--- config.mk ---
export PLATFORM = sky130hd
export DESIGN_NAME = inport_in_interface_ctrl
export DESIGN_NICKNAME = d
export VERILOG_FILES = /design/src/rtl/inport_in_interface_ctrl.sv
export SDC_FILE = /design/constraint.sdc
export NUM_CORES = 1
export LEC_CHECK = 0
export BUFFER_PORTS_ARGS = -buffer_cell sky130_fd_sc_hd__buf_2
export CAP_MARGIN = 20
export CORE_MARGIN = 8
export CORE_UTILIZATION = 35
export DETAILED_ROUTE_END_ITERATION = 12
export PLACE_DENSITY = 0.66
export SETUP_SLACK_MARGIN = 0.1
export SLEW_MARGIN = 20
export SYNTH_ARGS = -nofsm -noshare
export SYNTH_HDL_FRONTEND = slang
export SYNTH_SLANG_ARGS = --single-unit
--- constraint.sdc ---
create_clock -name clk -period 2.8 [get_ports clk]
set_input_delay 0.56 -clock clk [delete_from_list [all_inputs] [get_ports clk]]
set_output_delay 0.56 -clock clk [all_outputs]
set_load 0.01 [all_outputs]
--- src/rtl/inport_in_interface_ctrl.sv ---
// Serial link receiver: shifts in one bit per cycle and hands a full flit to the input buffer.
// Latency: flit_valid rises on the edge that accepts the last bit whenever the output slot is free.
// Backpressure: a full assembly with a busy slot parks at ptr==flit_size and drops link_ready.
module inport_in_interface_ctrl #(
    parameter int flit_size                   = 8,
    parameter int floorplusone_log2_flit_size = 4
) (
    input  logic                                   clk,
    input  logic                                   rst,
    input  logic                                   link_valid,
    input  logic                                   link_sof,
    input  logic                                   link_bit,
    output logic                                   link_ready,
    output logic [flit_size-1:0]                   flit_out,
    output logic                                   flit_valid,
    input  logic                                   flit_ready,
    output logic [floorplusone_log2_flit_size-1:0] ptr,
    output logic                                   err_sof,
    output logic                                   err_nosof
);
    localparam int P = floorplusone_log2_flit_size;
    localparam logic [P-1:0] FULL = P'(flit_size);
    localparam logic [P-1:0] ONE  = P'(1);

    logic [flit_size-1:0] asm_q;
    logic [flit_size-1:0] asm_nxt;
    logic [flit_size-1:0] load_dat;
    logic [P-1:0]         ptr_nxt;
    logic [P-1:0]         new_ptr;
    logic [P-1:0]         idx;
    logic                 idle;
    logic                 recv;
    logic                 hold;
    logic                 accept;
    logic                 take;
    logic                 slot_free;
    logic                 load;
    logic                 err_sof_nxt;
    logic                 err_nosof_nxt;

    assign link_ready = (ptr != FULL);

    always_comb begin
        idle      = (ptr == '0);
        hold      = (ptr == FULL);
        recv      = !idle && !hold;
        accept    = link_valid && link_ready;
        slot_free = !flit_valid || flit_ready;
        // A bit without sof in IDLE has no frame to land in and is discarded.
        take      = accept && (link_sof || !idle);
        idx       = link_sof ? '0 : ptr;
        new_ptr   = link_sof ? ONE : ptr + ONE;

        asm_nxt = asm_q;
        for (int i = 0; i < flit_size; i++) begin
            if (i == int'(idx)) begin
                asm_nxt[i] = link_bit;
            end
        end

        ptr_nxt       = ptr;
        load          = 1'b0;
        load_dat      = asm_q;
        err_sof_nxt   = accept && link_sof && recv;
        err_nosof_nxt = accept && !link_sof && idle;

        if (hold) begin
            if (slot_free) begin
                load    = 1'b1;
                ptr_nxt = '0;
            end
        end else if (take) begin
            load_dat = asm_nxt;
            if (new_ptr == FULL) begin
                // Completing bit goes straight to the output when possible, so no bubble.
                if (slot_free) begin
                    load    = 1'b1;
                    ptr_nxt = '0;
                end else begin
                    ptr_nxt = FULL;
                end
            end else begin
                ptr_nxt = new_ptr;
            end
        end
    end

    always_ff @(posedge clk or negedge rst) begin
        if (!rst) begin
            ptr        <= '0;
            asm_q      <= '0;
            flit_out   <= '0;
            flit_valid <= 1'b0;
            err_sof    <= 1'b0;
            err_nosof  <= 1'b0;
        end else begin
            ptr       <= ptr_nxt;
            err_sof   <= err_sof_nxt;
            err_nosof <= err_nosof_nxt;
            if (take) begin
                asm_q <= asm_nxt;
            end
            if (load) begin
                flit_out   <= load_dat;
                flit_valid <= 1'b1;
            end else if (flit_ready) begin
                flit_valid <= 1'b0;
            end
        end
    end
endmodule

## Yosys cells after proc, flatten, opt, wreduce, memory -nomap -nowiden

Cells that the tools add are included.

| operators by class | value |
|---|---|
| $add $sub $neg | 1 |
| equal/unequal tests | 11 |
| muxes and demuxes | 23 |
| reductions and logical operators | 18 |

Operators by type and width:

| kind | number |
|---|---|
| two-way mux 4 bit | 7 |
| equality test 4 bit (first input constant) | 4 |
| two-way mux 8 bit | 2 |
| two-way mux 1 bit | 14 |
| equality test 3 x 4 -> 1 bit (first input constant) | 2 |
| equality test 4 bit (second input constant) | 2 |
| logical NOT 4 bit | 2 |
| logical AND 1 bit | 7 |
| adder 4 x 1 -> 4 bit (second input constant) | 1 |
| equality test 2 x 4 -> 1 bit (first input constant) | 1 |
| logical NOT 1 bit | 4 |
| inequality test 4 bit (second input constant) | 1 |
| nonzero test 2 bit | 2 |
| logical OR 1 bit | 2 |
| inequality test 2 x 1 -> 1 bit (second input constant) | 1 |
| AND reduction 2 bit | 1 |

| word-level totals | value |
|---|---|
| register bits | 23 |
| bits of input ports | 6 |

## Logic depth before layout (Yosys ltp)

Gate-level depths: netlist of the first run.

| logic depth | value |
|---|---|
| depth after elaboration | 7 |
| gate-level depth with buffers | 7 |
| gate-level depth less buffers | 6 |

## Worst setup path before layout of the first run

Ideal clock, no wire load.

| timing | value |
|---|---|
| path type | flip-flop to flip-flop |
| start point | register ptr[0] |
| end point | register flit_out[0] |
| setup time | 0.125 ns |
| arrival | 2.032 ns |
| required time | 2.675 ns |
| path slack | 0.644 ns |
| cell stages (with the launch flop) | 8 |
| path buffers | 1 |
| cells stage by stage | dfrtp_1 -> buf_2 -> inv_1 -> ha_1 -> nor2_1 -> nand4_1 -> o31ai_4 -> mux2_2 |

| between the ends | value |
|---|---|
| cells in the longest elaborated chain, start to end | 6 |
| elaborated cells between the ends (all ways) | 18 |

Ends and longest elaborated chain:

| item | line | text |
|---|---|---|
| start, declared | 17 | `output logic [floorplusone_log2_flit_size-1:0] ptr,` |
| start signal, assigned | 97 | `ptr <= ptr_nxt;` |
| adder 4 x 1 -> 4 bit / logical NOT 4 bit (equally long branches) | 52, 44 |  |
| two-way mux 4 bit / logical NOT 1 bit (equally long branches) | 52, 50 |  |
| equality test 4 bit / logical OR 1 bit (equally long branches) | 74, 50 |  |
| two-way mux 1 bit / logical AND 1 bit (equally long branches) | 74, 50 |  |
| two-way mux 1 bit / two-way mux 8 bit (equally long branches) | 72 | `end else if (take) begin` |
| two-way mux 1 bit / two-way mux 8 bit (equally long branches) | 67 | `if (hold) begin` |
| end signal, assigned | 104 | `flit_out <= load_dat;` |
| end, declared | 14 | `output logic [flit_size-1:0] flit_out,` |

Parallel ways exist; a longest one is shown, timed or not.
A chain may end at the register's enable or synchronous reset.

## Worst setup path after layout of the first run

| timing | value |
|---|---|
| start point | register ptr[0] |
| end point | register flit_out[6] |

Same word-level chain as after synthesis.

==> results by group, run 1 <==
Status
  • Status: complete, no violations

Routing
  • Wirelength per Cell: around 14 um
  • Initial DRC Count: 25
  • DRC violations left: 0
  • Drt pass-1 iters: 4
  • Antenna viol nets, final: 0
  • WL final: about 2100 um
  • Via/cell ratio: ~5.4
  • Vias: 771

Cells and area
  • FILL cells: around 300
  • Share of cells above drive strength 1: between 30% and 40%
  • Nets: 120
  • Final Instance Area: 0.00124 mm^2
  • P&R area growth vs syn: 13.6%
  • Final antenna diode count: 0
  • Commonest non-fill, non-tap cell in the layout: dfrtp_1
  • Post-Route Utilization: 41.3%
  • Most frequent cells in the layout: 23 x dfrtp_1, 21 x buf_2, 13 x mux2_2, 6 x nand3_1

Global route
  • First-pass GRT wire length: 3730 um
  • Initial antenna violation count: 0
  • Total Routing Usage GR: ~8.8%
  • Vias in the first global route: around 800
  • Pin count of the biggest net entering global routing: 24
  • Congestion Overflow GR: 0

Clocking
  • H-Tree Depth: 1
  • Sink Count: 23
  • CTS buffer count: 3
  • Post-CTS Setup Bufs: 0
  • CTS Root Cell: clkbuf_4
  • Skew-Pair Late Insertion Delay: around 0.30 ns
  • TritonCTS clock tree: built
  • Resize count post-CTS: 0
  • Clock Path Buffers: 2
  • Clock transition at path regs: approximately 0.13 ns
  • Post-CTS Hold Buffers: 0

Timing
  • RSZ-0062 raised after global routing: no
  • Slew margin rel.: between 60 and 70%
  • Final count of hold timing violations: 0
  • Final setup violation count: 0
  • Setup ws final: just over 0.4 ns
  • Worst-Margin Slew: between 0.5 and 0.6 ns
  • Tmin final: ~2.4 ns
  • Final setup TNS: 0 ns
  • Setup Skew: 0.00831 ns
  • Final worst path period share: a little under nine tenths
  • Final count of pins violating max slew: 0
  • Maximum clock rate: between 400 and 500 MHz

Critical path
  • Critical path data required time: around 3.0 ns
  • CP max stage delay: between 0.5 and 0.6 ns
  • CP max-delay cell: dfrtp_1
  • CP Capture Type: register
  • CP Class: register to register
  • Critical Path AT: 2.59 ns
  • Critical path launch point type: register
  • Worst-path cell chain: inv_1 > ha_1 > nor2_1 > nand4_1 > o31ai_4 > mux2_2
  • R2R Setup Slk: 0.41 ns
  • Crit-path max FO: 12

Logic synthesis
  • Sequential area share after synthesis: between 50% and 60%
  • Syn Nets: 97
  • Synth Cell Area: between 0.001 and 0.0015 mm^2
  • Synthesis-stage register bit count: 23
  • Yosys warns: 0
  • Post-synth top area cell: dfrtp_1
  • Synthesized instance count: 89
  • Synth unique cells: 28
  • Post-synth top area share: about 53%
  • Syn Area/Cell: 12.3 um^2
  • Ranking of synthesized cells by area: dfrtp_1 53%, mux2_2 13%, mux2_1 3.1%

Min path
  • Hold Path Class: input pin to asynchronous set/reset pin

Floorplanning
  • Die height: about 70 um
  • # IOs: 22
  • Die area: 0.00516 mm^2
  • Starting Density: 36.4%
  • Site Rows: 20
  • Core area: between 0.003 and 0.004 mm^2
  • Die Wd: 71.9 um

Run
  • Max-Cap Viols: 0

Power
  • Leakage: a little over 0.6 nW
  • Power density over the cells: 796 mW/mm^2
  • VDD IR-drop max: 484 uV
  • Pwr Total: slightly below 1 mW

Placement
  • IO buf count: 21
  • DP Area: approximately 0.0012 mm^2
  • Gpl congestion: approximately 0.9
  • HPWL Detailed: approximately 1600 um
  • Pre-CTS setup slack: around 0.44 ns
==> worst max-delay path, delay by kind of cell (launching register included) <==
family | cells | cell delay [ns]
buffers and inverters | 1 | 0.16
muxes | 1 | 0.39
adders and majority gates | 1 | 0.34
and+or+nand+nor | 2 | 0.27
DFF | 1 | 0.56
AOI/OAI and AO/OA | 1 | 0.55
==> Yosys cell counts <==
master and number:
dfrtp_1 23, mux2_2 13, nand3_1 6, nand2b_1 5, nor2_1 5, inv_1 4, nor4_1 4, mux2_1 3
nand2_1 3, o21ai_0 3, a22o_1 2, ha_1 2, a221oi_1 1, and2_1 1, and2b_1 1, and3_1 1
and4bb_2 1, buf_2 1, buf_4 1, buf_6 1, nand4_1 1, nor2b_1 1, o221ai_1 1, o31ai_4 1
o41ai_1 1, or4b_4 1, xnor2_1 1, xor2_1 1
==> path summary, 6_finish.rpt <==
path,end,cells past startpoint,from
setup / recovery,flit_out[6],6,ptr[0]
hold / removal,flit_out[4],1,rst
setup reg to reg,flit_out[6],6,ptr[0]
hold reg to reg,flit_out[3],1,flit_out[3]
max in group asynchronous,ptr[2],1,rst
min in group clk,flit_out[3],1,flit_out[3]
==> area by class of cell <==
cell class              instances  area, um^2  area share (%)
flip-flops and latches         23         576            46.4
multi-input cells              59         478            38.5
repair buffers                 21         105            8.47
well taps                      33        41.3            3.33
inverters                       4        15.0            1.21
clock buffers                   4        26.3            2.12
==> where the power goes <==
group	internal [mW]	switching (mW)
Clock	0.0555	0.0948
Sequential	0.423	0.0705
Combinational	0.158	0.185
Total	0.637	0.350
==> sequential cells by signal, indices dropped and copies added, names as in the netlist <==
| signal | count |
|---|---|
| flit_out | 8 |
| flit_valid | 1 |
| err_sof | 1 |
| ptr | 4 |
| asm_q | 8 |
| err_nosof | 1 |
==> metal layers <==
| layer | up-vias | wire, um | track usage (%) |
|---|---|---|---|
| met5 | - | 0 | 0 |
| met4 | 0 | 21 | 2.72 |
| met3 | 4 | 120 | 3.07 |
| met2 | 16 | 953 | 14.3 |
| met1 | 381 | 988 | 10.7 |
| li1 | 370 | - | - |
==> cell families after synthesis <==
group,synth area share [%]
buf+inv,3.55
flops,52.7
fa+ha+maj,2.29
mux,16.5
xor+xnor,1.60
simple gates,16.0
compound gates,7.33
==> stage by stage <==
stage,hold WS (ns),cells
floorplan,0.264,89
global placement,0.469,140
detailed placement,0.475,140
CTS,0.214,144
global route,0.228,144
finish,0.201,144
(Power assumes the default switching activity.)
==> inputs of run 2 (changes only) <==
Settings changed: CORE_UTILIZATION 35 to 47, PLACE_DENSITY 0.66 to 0.84, SLEW_MARGIN 20 to unset.
Clock period 2.8 ns to 2.1 ns, I/O delays scaled along.
==> run 2 against run 1 <==
  * Combinational power grew 86%
  * Total power grew 51%
  * Critical endpoint is now flit_out[4]
  * Sequential cell count is the same
  * Core utilization grew 21 points
  * Highest routed layer unchanged
==> results by group, run 2 (synthesized netlist as in run 1, its figures left out) <==
Status
  • Status: complete, no violations

Floorplanning
  • Die Wd: 64.2 um (-11%)
  • Die height: 64.2 um (-11%)
  • Core area: 0.00221 mm^2 (-26%)
  • Site Rows: 17 (-15%)
  • Die area: 0.00412 mm^2 (-20%)
  • # IOs: 22 (unchanged)
  • Starting Density: 49.4% (+13 points)

Clocking
  • H-Tree Depth: 1 (unchanged)
  • Clock Path Buffers: 2 (unchanged)
  • Skew-Pair Late Insertion Delay: 0.32 ns (+0.02 ns)
  • TritonCTS clock tree: built
  • CTS Root Cell: clkbuf_4
  • Post-CTS Hold Buffers: 0 (unchanged)
  • Clock transition at path regs: 0.13 ns (about the same)
  • CTS buffer count: 3 (unchanged)
  • Sink Count: 23 (unchanged)

Timing
  • Final count of pins violating max slew: 0 (unchanged)
  • Tmin final: 1.90 ns (-0.490 ns)
  • Setup Skew: 0.00392 ns (-0.00440 ns)
  • Final setup violation count: 0 (unchanged)
  • Hold slack: 0.0427 ns (-0.158 ns)
  • Final worst path period share: 90.6% (+5.1 points)
  • Worst-Margin Slew: 0.504 ns (+0.000580 ns)
  • Maximum clock rate: 526 MHz (+26%)
  • Final setup TNS: 0 ns (unchanged)
  • Setup ws final: 0.198 ns (-0.210 ns)
  • Slew margin rel.: 66.4% (about the same)
  • RSZ-0062 raised after global routing: yes
  • Final count of hold timing violations: 0 (unchanged)

Cells and area
  • Largest regs: asm_q: 8 flops, flit_out: 8 flops, ptr: 4 flops
  • Most frequent cells in the layout: 21 x dfrtp_1, 21 x buf_2, 8 x mux2_2, 8 x mux2_4, 8 x buf_4
  • Final antenna diode count: 0 (unchanged)
  • Multi-input logic area: 539 um^2 (+13%)
  • FILL cells: 196 (-34%)
  • Nets: 129 (+7.5%)
  • P&R area growth vs syn: 27.0%
  • Share of cells above drive strength 1: 50.8% (+15 points)
  • FF/Latch Area: 578 um^2 (+0.43%)

Routing
  • DRC violations left: 0 (unchanged)
  • WL final: 2330 um (+12%)
  • Wirelength per Cell: 15.8 um (+8.8%)
  • Drt pass-1 iters: 4 (unchanged)
  • Antenna viol nets, final: 0 (unchanged)
  • Vias: 792 (+2.7%)
  • Initial DRC Count: 11 (-56%)
  • Via/cell ratio: 5.35 (about the same)

Global route
  • First-pass GRT wire length: 4130 um (+11%)
  • Vias in the first global route: 852 (+6.2%)
  • Congestion Overflow GR: 0 (unchanged)
  • Total Routing Usage GR: 12.4% (+3.5 points)
  • Pin count of the biggest net entering global routing: 24 (unchanged)
  • Initial antenna violation count: 0 (unchanged)

Placement
  • HPWL Detailed: 1680 um (+4.1%)
  • IO buf count: 21 (unchanged)
  • Pre-CTS setup slack: 0.102 ns (-0.334 ns)
  • Gpl congestion: 0.856 (-4.2%)

Critical path
  • Critical path data required time: 2.32 ns (-0.68 ns)
  • Critical path launch point type: register
  • Crit-path max FO: 9 (-3)
  • Critical Path AT: 2.12 ns (-0.47 ns)
  • CP Capture Type: register
  • CP Class: register to register

Power
  • VDD IR-drop max: 693 uV (+43%)
  • Leakage: 0.664 nW (+8.6%)
  • Power density over the cells: 1070 mW/mm^2 (+35%)

Min path
  • Hold Path Class: input pin to asynchronous set/reset pin

Run
  • Max-Cap Viols: 0 (unchanged)
[run 2: stage by stage]
stage	area [um^2]	total power [mW]	std cells	util, %
global route	1390	1.60	148	62.7
detailed placement	1330	1.26	141	60.3
floorplan	1170	1.09	89	-
global placement	1330	1.23	141	60.3
finish	1390	1.49	148	62.7
CTS	1380	1.49	147	62.2
[run 2: final timing paths]
| path | startpoint | to | slack [ns] | cells after the start |
|---|---|---|---|---|
| max | ptr[0] | flit_out[4] | 0.20 | 6 |
| min reg2reg | asm_q[4] | asm_q[4] | 0.51 | 1 |
| max reg2reg | ptr[0] | flit_out[4] | 0.20 | 6 |
| min in group clk | link_sof | err_nosof | 0.40 | 3 |
| min | rst | err_sof | 0.04 | 1 |
| max in group asynchronous | rst | ptr[1] | 1.70 | 1 |
[run 2: area by class of cell]
type | count | share of cell area, %
timing repair buffer | 30 | 13.3
inverter | 4 | 1.62
multi-input combinational | 59 | 38.9
sequential | 23 | 41.7
tap | 28 | 2.52
clock inverter | 1 | 0.361
clock buffer | 3 | 1.62
[run 2: repair_timing]
item | CTS | global route
resized for setup | 0 | 2
buffers inserted | 2 | 1
endpoints found under the setup margin | 1 | 9
[run 2: power breakdown]
part	leakage (nW)	internal, mW	total (mW)	switching (mW)
Sequential	0.303	0.568	0.640	0.0718
Clock	0.0177	0.0714	0.214	0.143
Combinational	0.343	0.316	0.637	0.321
Total	0.664	0.955	1.49	0.536
[run 2: metal layers]
layer / track usage (%) / wire, um / vias up
li1: - / - / 383
met1: 15.8 / 1140 / 389
met2: 18.9 / 1030 / 16
met3: 3.48 / 115 / 4
met4: 5.72 / 39 / 0
met5: 0 / 0 / -
[run 2: critical path, stage by stage, from the launching register on]
cell     delay [ns]
dfrtp_2        0.49
ha_1           0.26
xnor2_1        0.14
nand4_1        0.19
o31ai_4        0.25
buf_12         0.17
mux2_4         0.30
